File: src/rtl/sipo_pkg.sv
// Shared definitions for the SIPO deserializer.
// Holds the receiver state type, the default word width and the frame-length helper.
// Build option: PARITY_CHECK_EN appends one even-parity bit to every frame.
package sipo_pkg;

  typedef enum logic [0:0] {
    StIdle  = 1'b0,
    StShift = 1'b1
  } sipo_state_e;

  localparam int unsigned DefaultWidth = 4;

  // Number of qualified bits in one frame.
  function automatic int unsigned frame_len(input int unsigned width);
`ifdef PARITY_CHECK_EN
    return width + 1;
`else
    return width;
`endif
  endfunction

endpackage

File: src/rtl/sipo_bit_counter.sv
// Bit counter for the SIPO deserializer.
// Ports:
//   clk, rst  - clock, synchronous active-high reset
//   inc       - one more bit of the current frame was sampled
//   restart   - this bit starts a new frame (count becomes 1); wins over inc
//   count     - bits of the current frame sampled so far
//   done      - this inc samples the last bit of the frame (count wraps to 0)
// Build option: PARITY_CHECK_EN (frame length taken from sipo_pkg::frame_len).
module sipo_bit_counter
  import sipo_pkg::*;
#(
  parameter int unsigned WIDTH = DefaultWidth,
  parameter int unsigned CNT_W = $clog2(WIDTH + 1)
) (
  input  logic             clk,
  input  logic             rst,
  input  logic             inc,
  input  logic             restart,
  output logic [CNT_W-1:0] count,
  output logic             done
);

  localparam int unsigned FrameLen = frame_len(WIDTH);
  // Count never stores FrameLen itself: it wraps on the last bit, so CNT_W bits suffice.
  localparam logic [CNT_W-1:0] LastCnt = CNT_W'(FrameLen - 1);

  logic [CNT_W-1:0] count_q, count_d;

  assign done = inc & ~restart & (count_q == LastCnt);

  always_comb begin
    count_d = count_q;
    if (restart) begin
      count_d = CNT_W'(1);
    end else if (inc) begin
      count_d = done ? '0 : count_q + CNT_W'(1);
    end
  end

  always_ff @(posedge clk) begin
    if (rst) begin
      count_q <= '0;
    end else begin
      count_q <= count_d;
    end
  end

  assign count = count_q;

endmodule

File: src/rtl/sipo_deserializer.sv
// Serial-in parallel-out receiver: assembles MSB-first bits into WIDTH-bit words and
// hands each word to the consumer with a valid/ready handshake.
// Ports:
//   clk, rst      - clock, synchronous active-high reset
//   serial_in     - serial data bit, MSB first
//   shift_en      - serial_in is a valid bit this cycle
//   frame_start   - qualified bit is the first of a word
//   parallel_out  - assembled word, stable while out_valid
//   out_valid     - word available
//   out_ready     - consumer accepts the word when out_valid & out_ready
//   overrun       - sticky: a word completed while the previous one was unaccepted
//   frame_err     - one-cycle pulse per misplaced bit
//   parity_err    - sticky parity failure (PARITY_CHECK_EN builds only)
// Build option: PARITY_CHECK_EN adds a trailing even-parity bit and parity_err.
module sipo_deserializer
  import sipo_pkg::*;
#(
  parameter int unsigned WIDTH = DefaultWidth,
  parameter int unsigned CNT_W = $clog2(WIDTH + 1)
) (
  input  logic             clk,
  input  logic             rst,
  input  logic             serial_in,
  input  logic             shift_en,
  input  logic             frame_start,
  output logic [WIDTH-1:0] parallel_out,
  output logic             out_valid,
  output logic             overrun,
  output logic             frame_err,
`ifdef PARITY_CHECK_EN
  output logic             parity_err,
`endif
  input  logic             out_ready
);

  sipo_state_e      state_q, state_d;
  logic [WIDTH-1:0] shift_q, shift_d;
  logic [WIDTH-1:0] data_q, data_d;
  logic             valid_q, valid_d;
  logic             overrun_q, overrun_d;
  logic             ferr_q, ferr_d;
`ifdef PARITY_CHECK_EN
  logic             par_q, par_d;
  logic             perr_q, perr_d;
`endif

  logic             cnt_inc, cnt_restart, word_done, data_bit;
  logic [CNT_W-1:0] count;
  logic [WIDTH-1:0] new_word;

  sipo_bit_counter #(
    .WIDTH (WIDTH),
    .CNT_W (CNT_W)
  ) u_bit_counter (
    .clk     (clk),
    .rst     (rst),
    .inc     (cnt_inc),
    .restart (cnt_restart),
    .count   (count),
    .done    (word_done)
  );

  // Bits beyond the first WIDTH of a frame are the parity bit and are not shifted in.
  assign data_bit = (count < CNT_W'(WIDTH));
  assign new_word = data_bit ? {shift_q[WIDTH-2:0], serial_in} : shift_q;

  // State register.
  always_ff @(posedge clk) begin
    if (rst) begin
      state_q <= StIdle;
    end else begin
      state_q <= state_d;
    end
  end

  // Next-state logic; a mid-word frame_start keeps us in StShift via restart.
  always_comb begin
    state_d = state_q;
    unique case (state_q)
      StIdle:  if (shift_en && frame_start) state_d = StShift;
      StShift: if (word_done) state_d = StIdle;
      default: state_d = StIdle;
    endcase
  end

  // Datapath and handshake next-state.
  always_comb begin
    shift_d     = shift_q;
    data_d      = data_q;
    valid_d     = valid_q;
    overrun_d   = overrun_q;
    ferr_d      = 1'b0;
    cnt_inc     = 1'b0;
    cnt_restart = 1'b0;
`ifdef PARITY_CHECK_EN
    par_d       = par_q;
    perr_d      = perr_q;
`endif

    if (shift_en) begin
      if (frame_start) begin
        // Any partial word is discarded; this bit becomes the new MSB.
        cnt_restart = 1'b1;
        shift_d     = {{(WIDTH-1){1'b0}}, serial_in};
        ferr_d      = (state_q == StShift);
`ifdef PARITY_CHECK_EN
        par_d       = serial_in;
`endif
      end else if (state_q == StIdle) begin
        ferr_d = 1'b1;
      end else begin
        cnt_inc = 1'b1;
        if (data_bit) begin
          shift_d = {shift_q[WIDTH-2:0], serial_in};
        end
`ifdef PARITY_CHECK_EN
        par_d = par_q ^ serial_in;
`endif
      end
    end

    if (valid_q && out_ready) begin
      valid_d = 1'b0;
    end

    if (word_done) begin
      if (!valid_q || out_ready) begin
        data_d  = new_word;
        valid_d = 1'b1;
      end else begin
        overrun_d = 1'b1;
      end
`ifdef PARITY_CHECK_EN
      if (par_q ^ serial_in) begin
        perr_d = 1'b1;
      end
`endif
    end
  end

  always_ff @(posedge clk) begin
    if (rst) begin
      shift_q   <= '0;
      data_q    <= '0;
      valid_q   <= 1'b0;
      overrun_q <= 1'b0;
      ferr_q    <= 1'b0;
`ifdef PARITY_CHECK_EN
      par_q     <= 1'b0;
      perr_q    <= 1'b0;
`endif
    end else begin
      shift_q   <= shift_d;
      data_q    <= data_d;
      valid_q   <= valid_d;
      overrun_q <= overrun_d;
      ferr_q    <= ferr_d;
`ifdef PARITY_CHECK_EN
      par_q     <= par_d;
      perr_q    <= perr_d;
`endif
    end
  end

  // Outputs come straight from registers.
  always_comb begin
    parallel_out = data_q;
    out_valid    = valid_q;
    overrun      = overrun_q;
    frame_err    = ferr_q;
`ifdef PARITY_CHECK_EN
    parity_err   = perr_q;
`endif
  end

endmodule

File: config.mk
export PLATFORM = sky130hd
export DESIGN_NAME = sipo_deserializer
export DESIGN_NICKNAME = d
export VERILOG_FILES = /design/src/rtl/sipo_pkg.sv /design/src/rtl/sipo_bit_counter.sv /design/src/rtl/sipo_deserializer.sv
export SDC_FILE = /design/constraint.sdc
export NUM_CORES = 1
export LEC_CHECK = 0
export ABC_AREA = 1
export CORE_MARGIN = 2
export CORE_UTILIZATION = 40
export DETAILED_ROUTE_END_ITERATION = 7
export GPL_ROUTABILITY_DRIVEN = 1
export PLACE_DENSITY = 0.7
export SYNTH_ARGS = -nofsm -noshare
export SYNTH_HDL_FRONTEND = slang
export SYNTH_SLANG_ARGS = --single-unit
File: constraint.sdc
create_clock -name clk -period 1.6 [get_ports clk]
set_clock_uncertainty 0.2 [all_clocks]
set_input_delay 0.32 -clock clk [delete_from_list [all_inputs] [get_ports clk]]
set_output_delay 0.32 -clock clk [all_outputs]
set_load 0.02 [all_outputs]
==> flow_summary.json, run 1 <==
{
  "outcome": "finished, final reports clean",
  "design.die.area_mm2": 0.002178,
  "clockBufferDepth": 2,
  "fin_area_um2": 967.2,
  "drv_slew": 0,
  "drt_iter0_markers": 12,
  "wl_um": 1631,
  "drive_above_1_share_pct": 18.70,
  "cp.arrival_ns": 0.97,
  "drc_errors": 0,
  "final-hold-violation-count": 0,
  "slew_headroom_pct": 77.92,
  "clkSinkCount": 15,
  "netlist.area_leader.share_pct": 41.24,
  "grt_pass1_vias": 614,
  "ant_nets": 0,
  "switchingPower_w": 0.0001815,
  "path_clk_slew_ns": 0.09,
  "diodes": 0,
  "detail_route.first_pass.iterations": 4,
  "yosys_warnings": 0,
  "dp_hpwl_um": 1151,
  "cts_tree": "yes",
  "fin_crit_sh_pct": 93.23,
  "cts_buffers": 3,
  "grt_max_degree": 10,
  "hold_path_class": "in2reg",
  "r2r_slack_ns": 0.15,
  "yosysTopAreaCell": "dfxtp_1",
  "routed_via_density": 4.797,
  "num_rows": 15,
  "rsz0062_at_grt": "false",
  "die_w_um": 46.67,
  "max-vdd-ir-drop_v": 0.0005178,
  "maxCapViolCount": 0,
  "synth-edff-count": 0,
  "synth.most_common_cell": "nand2_1",
  "synth_area_leaders": "dfxtp_1 41%, nand2_1 13%, a21oi_1 7.6%, nor2_1 6.2%, ha_1 5.2%",
  "r2r_end": "parallel_out[1]",
  "rr_startpoint": "u_bit_counter.count[0]",
  "min_period_ns": 1.492,
  "syn_nets": 110,
  "holdBufCountCts": 0,
  "synthArstFlopShare_pct": 0,
  "synth_common_cells": "26 x nand2_1, 15 x dfxtp_1, 12 x nor2_1, 11 x a21oi_1, 10 x inv_1",
  "cp_cell_sequence": "dlygate4sd2_1",
  "nets": 133,
  "routabilityCongestion": 0.7627,
  "fmax_mhz": 670.4,
  "cp-end-kind": "output port",
  "startpoint_type": "flop",
  "netlist_instances": 101,
  "crit_type": "reg2out",
  "crit_start": "parallel_out[0]",
  "pwr-share-seq_pct": 55.6,
  "p_comb_share_pct": 12.3,
  "grt_pass1_wl_um": 2539,
  "root_buffer": "clkbuf_4",
  "syn_avg_cell_area_um2": 7.210,
  "reg2reg_depth": 6,
  "crit_path_top_delay_cell": "dfxtp_1",
  "pin_count": 13,
  "path_max_fanout": 2,
  "area_delta_synth_final_pct": 32.82,
  "swShare_pct": 26.12,
  "ys_ff_latch": 15,
  "pwr-share-clk_pct": 32.1,
  "synth_flop_cell": "dfxtp_1",
  "initial_core_util_pct": 42.17,
  "whs_ns": 0.2602,
  "syn_area_um2": 728.2,
  "n_fill_cell": 173,
  "p_leak_nw": 0.4309,
  "antenna_found_initial": 0,
  "cts_max_level": 1,
  "postPlaceCellArea_um2": 905.9,
  "powerDensity_mw_per_mm2": 718.4,
  "timing.critical_path.buf_inv": 1,
  "required_ns": 1.08,
  "slowest_delay_ns": 0.34,
  "wl_per_cell_um": 11.02,
  "vias": 710,
  "die_y_um": 46.67,
  "cellInternalPower_w": 0.0005133,
  "tightest_slew_ns": 0.3308,
  "setup_viol": 0,
  "core_mm2": 0.001727,
  "gr-total-overflow": 0,
  "grt_usage_pct": 16.92,
  "insertion_delay_ns": 0.29,
  "io_buffers": 12,
  "cp.depth": 1,
  "yosysUniqueCellTypes": 21,
  "seq_area_frac_synth_pct": 41.24,
  "hp-start": "frame_start",
  "crit_path_end": "parallel_out[0]",
  "crit_family": "flip-flops"
}
[through the flow]
step | total power [W] | setup WS [ns] | TNS, ns | std cells | utilization [%]
final | 0.0006948 | 0.1083 | 0 | 148 | 56.01
after global routing | 0.0007222 | 0.06505 | 0 | 148 | 56.01
after CTS | 0.0006925 | 0.003525 | 0 | 148 | 54.35
after detailed placement | 0.0004730 | -0.3387 | -3.558 | 142 | 52.46
after global placement | 0.0004709 | -0.2747 | -2.940 | 142 | 52.46
after floorplan | 0.0004326 | 0.2624 | 0 | 101 | -
[what timing repair did]
action / in CTS / in global routing
setup buffers: 1 / 0
pin swaps: 1 / 1
gates resized for setup: 7 / 7
cloned: 1 / 0
setup endpoints to repair: 10 / 14
hold endpoints to repair: 0 / 0
[power by group through the flow]
stage / Clock [W] / Sequential, W / Combinational (W)
4_1_cts: 0.000228 / 0.000385 / 0.0000787
3_5_place_dp: 0 / 0.000394 / 0.0000788
5_1_grt: 0.000240 / 0.000387 / 0.0000953
3_3_place_gp: 0 / 0.000394 / 0.0000768
6_report: 0.000223 / 0.000386 / 0.0000855
2_1_floorplan: 0 / 0.000395 / 0.0000372
[logic make-up (layout without fill, tap and decap cells)]
| group | after synthesis | count (layout) | synth area share [%] |
|---|---|---|---|
| fa+ha+maj | 3 | 3 | 5.155 |
| simple gates | 51 | 52 | 30.58 |
| flops | 15 | 15 | 41.24 |
| buf+inv | 15 | 36 | 10.14 |
| compound gates | 17 | 17 | 12.89 |
[routing by layer]
metal / vias to the layer above / share of wire (%) / track usage, %
met5: - / 0 / 0
met4: 0 / 2.8 / 8.333
met3: 4 / 2.6 / 2.353
met2: 12 / 49 / 25.83
met1: 323 / 45 / 23.17
li1: 371 / - / -
[worst min path at each step]
stage / end / slack (ns) / cells past startpoint
4_1_cts: shift_q[1] / 0.27 / 2
2_1_floorplan: frame_err / 0.24 / 2
3_5_place_dp: shift_q[2] / 0.26 / 2
5_1_grt: shift_q[2] / 0.29 / 2
6_report: frame_err / 0.26 / 4
3_3_place_gp: shift_q[3] / 0.25 / 2
[final cells by class]
type	instances	area (um^2)	share of cell area, %
well taps	25	31.28	3.234
inverters	12	47.55	4.916
clock inverters	1	5.005	0.5175
flip-flops and latches	15	300.3	31.05
repair buffers	20	173.9	17.98
multi-input cells	72	386.6	39.97
clock buffers	3	22.52	2.329
[state kept, by name (all words and copies together), names as in the netlist]
name	flops
state_q	1
u_bit_counter.count	3
frame_err	1
out_valid	1
shift_q	4
overrun	1
parallel_out	4
[cells in the final DEF (no fill, tap or decap), drive strengths merged]
| cell type | instances |
|---|---|
| o211ai | 1 |
| clkdlybuf4s50 | 4 |
| dfxtp | 15 |
| buf | 8 |
| a21oi | 11 |
| a211oi | 1 |
| a21boi | 1 |
| clkbuf | 3 |
| clkinv | 1 |
| nand4 | 1 |
| ha | 3 |
| dlymetal6s2s | 1 |
| dlygate4sd2 | 7 |
| nand3 | 8 |
| a31oi | 1 |
| nor2 | 14 |
| inv | 12 |
| nor3 | 1 |
| o21ai | 2 |
| nand2 | 28 |
Note: power is estimated with default switching activity, not from simulation.
==> run 2, diff against run 1 <==
Settings changed: GPL_ROUTABILITY_DRIVEN 1 to 0.
Clock period 1.6 ns to 1.8 ns, I/O delays scaled along.
==> flow_summary.json, run 2 (synthesized netlist as in run 1, its figures left out) <==
{
  "design.die.area_mm2": 0.002178,
  "io_buffers": 12,
  "dp.cells": 142,
  "fin_area_um2": 939.7,
  "pin_count": 13,
  "p_leak_nw": 0.4697,
  "crit_type": "in2reg",
  "cp-end-kind": "flop",
  "n_fill_cell": 176,
  "final-hold-violation-count": 0,
  "stdcell_count": 146,
  "postPlaceCellArea_um2": 905.9,
  "min_period_ns": 1.651,
  "drv_slew": 0,
  "detail_route.first_pass.iterations": 4,
  "maxCapViolCount": 0,
  "max-vdd-ir-drop_v": 0.0004379,
  "swShare_pct": 24.55,
  "area_delta_synth_final_pct": 29.04,
  "pwr-share-seq_pct": 56.7,
  "setup_tns_ns": 0,
  "pwr-share-clk_pct": 31.8,
  "whs_ns": 0.2664,
  "nets": 131,
  "required_ns": 1.79,
  "vias": 676,
  "cts_max_level": 1,
  "post_cts_buffers": 0,
  "cp_cell_sequence": "clkdlybuf4s50_1 > inv_2 > ha_1 > nand3_2 > nor2_4 > nand3_1 > nand2_1 > nor2_1",
  "p_comb_share_pct": 11.5,
  "drive_above_1_share_pct": 14.05,
  "fin_crit_sh_pct": 91.73,
  "hold_path_class": "reg2reg",
  "powerDensity_mw_per_mm2": 643.2,
  "ant_nets": 0,
  "path_max_fanout": 12,
  "startpoint_type": "input port",
  "grt_pass1_vias": 587,
  "die_y_um": 46.67,
  "num_rows": 15,
  "outcome": "finished, final reports clean",
  "antenna_found_initial": 0,
  "path_clk_slew_ns": 0.09,
  "fmax_mhz": 605.7,
  "slew_headroom_pct": 78.49,
  "routed_via_density": 4.630,
  "cp.arrival_ns": 1.64,
  "grt_pass1_wl_um": 2325,
  "final_cell_mix": "26 x nand2_1, 15 x dfxtp_1, 12 x nor2_1, 11 x a21oi_1, 10 x inv_1",
  "initial_core_util_pct": 42.17,
  "p_total_w": 0.0006044,
  "grt_max_degree": 13,
  "root_buffer": "clkbuf_4",
  "cellInternalPower_w": 0.0004560,
  "r2r_slack_ns": 0.35,
  "insertion_delay_ns": 0.28,
  "die_w_um": 46.67,
  "dp_hpwl_um": 1129,
  "drt_iter0_markers": 15,
  "final_common_cell": "nand2_1",
  "slowest_delay_ns": 0.44,
  "clockBufferDepth": 2,
  "gr-total-overflow": 0,
  "drc_errors": 0,
  "cts_buffers": 3,
  "switchingPower_w": 0.0001484,
  "wl_um": 1432,
  "tightest_slew_ns": 0.3223,
  "crit_path_top_delay_cell": "clkdlybuf4s50_1",
  "core_mm2": 0.001727,
  "diodes": 0,
  "clkSinkCount": 15,
  "holdBufCountCts": 0,
  "cts_tree": "yes",
  "grt_usage_pct": 15.75,
  "wl_per_cell_um": 9.808,
  "setup_viol": 0,
  "rsz0062_at_grt": "false"
}
## run 2: changes by cell type in the layout (fill, tap and decap cells not counted), sizes merged
cell	previous run	this run
nor2	14	13
clkdlybuf4s50	4	5
dlygate4sd2	7	3
buf	8	7
dlymetal6s2s	1	4
## run 2: per-stage QoR
step / worst slack (ns) / utilization [%]
2_1_floorplan: 0.4224 / -
3_3_place_gp: -0.1038 / 52.46
3_5_place_dp: -0.1508 / 52.46
4_1_cts: 0.003063 / 53.84
5_1_grt: 0.07087 / 54.42
6_report: 0.1489 / 54.42
## run 2: critical path, delay by kind of cell
family	cells	cell delay [ns]
buf+inv	2	0.53
simple gates	5	0.56
fa+ha+maj	1	0.18
## run 2: path summary, 6_finish.rpt
path                     startpoint         endpoint  cells after the start
min reg2reg              shift_q[1]       shift_q[1]                      2
min                      shift_q[1]       shift_q[1]                      2
max                     frame_start  parallel_out[2]                      8
max reg2reg  u_bit_counter.count[0]  parallel_out[2]                      6
## run 2: final cells by class
type / instances / area, um^2 / area share (%)
clock inverters: 1 / 5.005 / 0.5326
multi-input cells: 71 / 354.1 / 37.68
clock buffers: 3 / 22.52 / 2.397
well taps: 25 / 31.28 / 3.329
flip-flops and latches: 15 / 300.3 / 31.96
inverters: 12 / 47.55 / 5.060
repair buffers: 19 / 178.9 / 19.04
## run 2: per-layer routing
layer  routed length [um]  vias up  part of all wire (%)  GRT usage [%]
li1                     -      364                     -              -
met1                  658      299                    46          18.05
met2                  697        9                    49          25.83
met3                   38        4                   2.7          3.922
met4                   37        0                   2.6          10.00
met5                    0        -                     0              0
## run 2: what timing repair did
| action | CTS | global route |
|---|---|---|
| setup endpoints to repair | 3 | 4 |
| endpoints found under the hold margin | 0 | 0 |
| pin swaps | 0 | 0 |
| gates resized for setup | 3 | 4 |
| cloned | 0 | 0 |
## run 2: power by group through the flow
| stage | clock, W | combinational (W) | sequential, W |
|---|---|---|---|
| 2_1_floorplan | 0 | 0.0000331 | 0.000351 |
| 3_3_place_gp | 0 | 0.0000697 | 0.000350 |
| 3_5_place_dp | 0 | 0.0000703 | 0.000350 |
| 4_1_cts | 0.000202 | 0.0000706 | 0.000343 |
| 5_1_grt | 0.000216 | 0.0000780 | 0.000344 |
| 6_report | 0.000192 | 0.0000697 | 0.000343 |
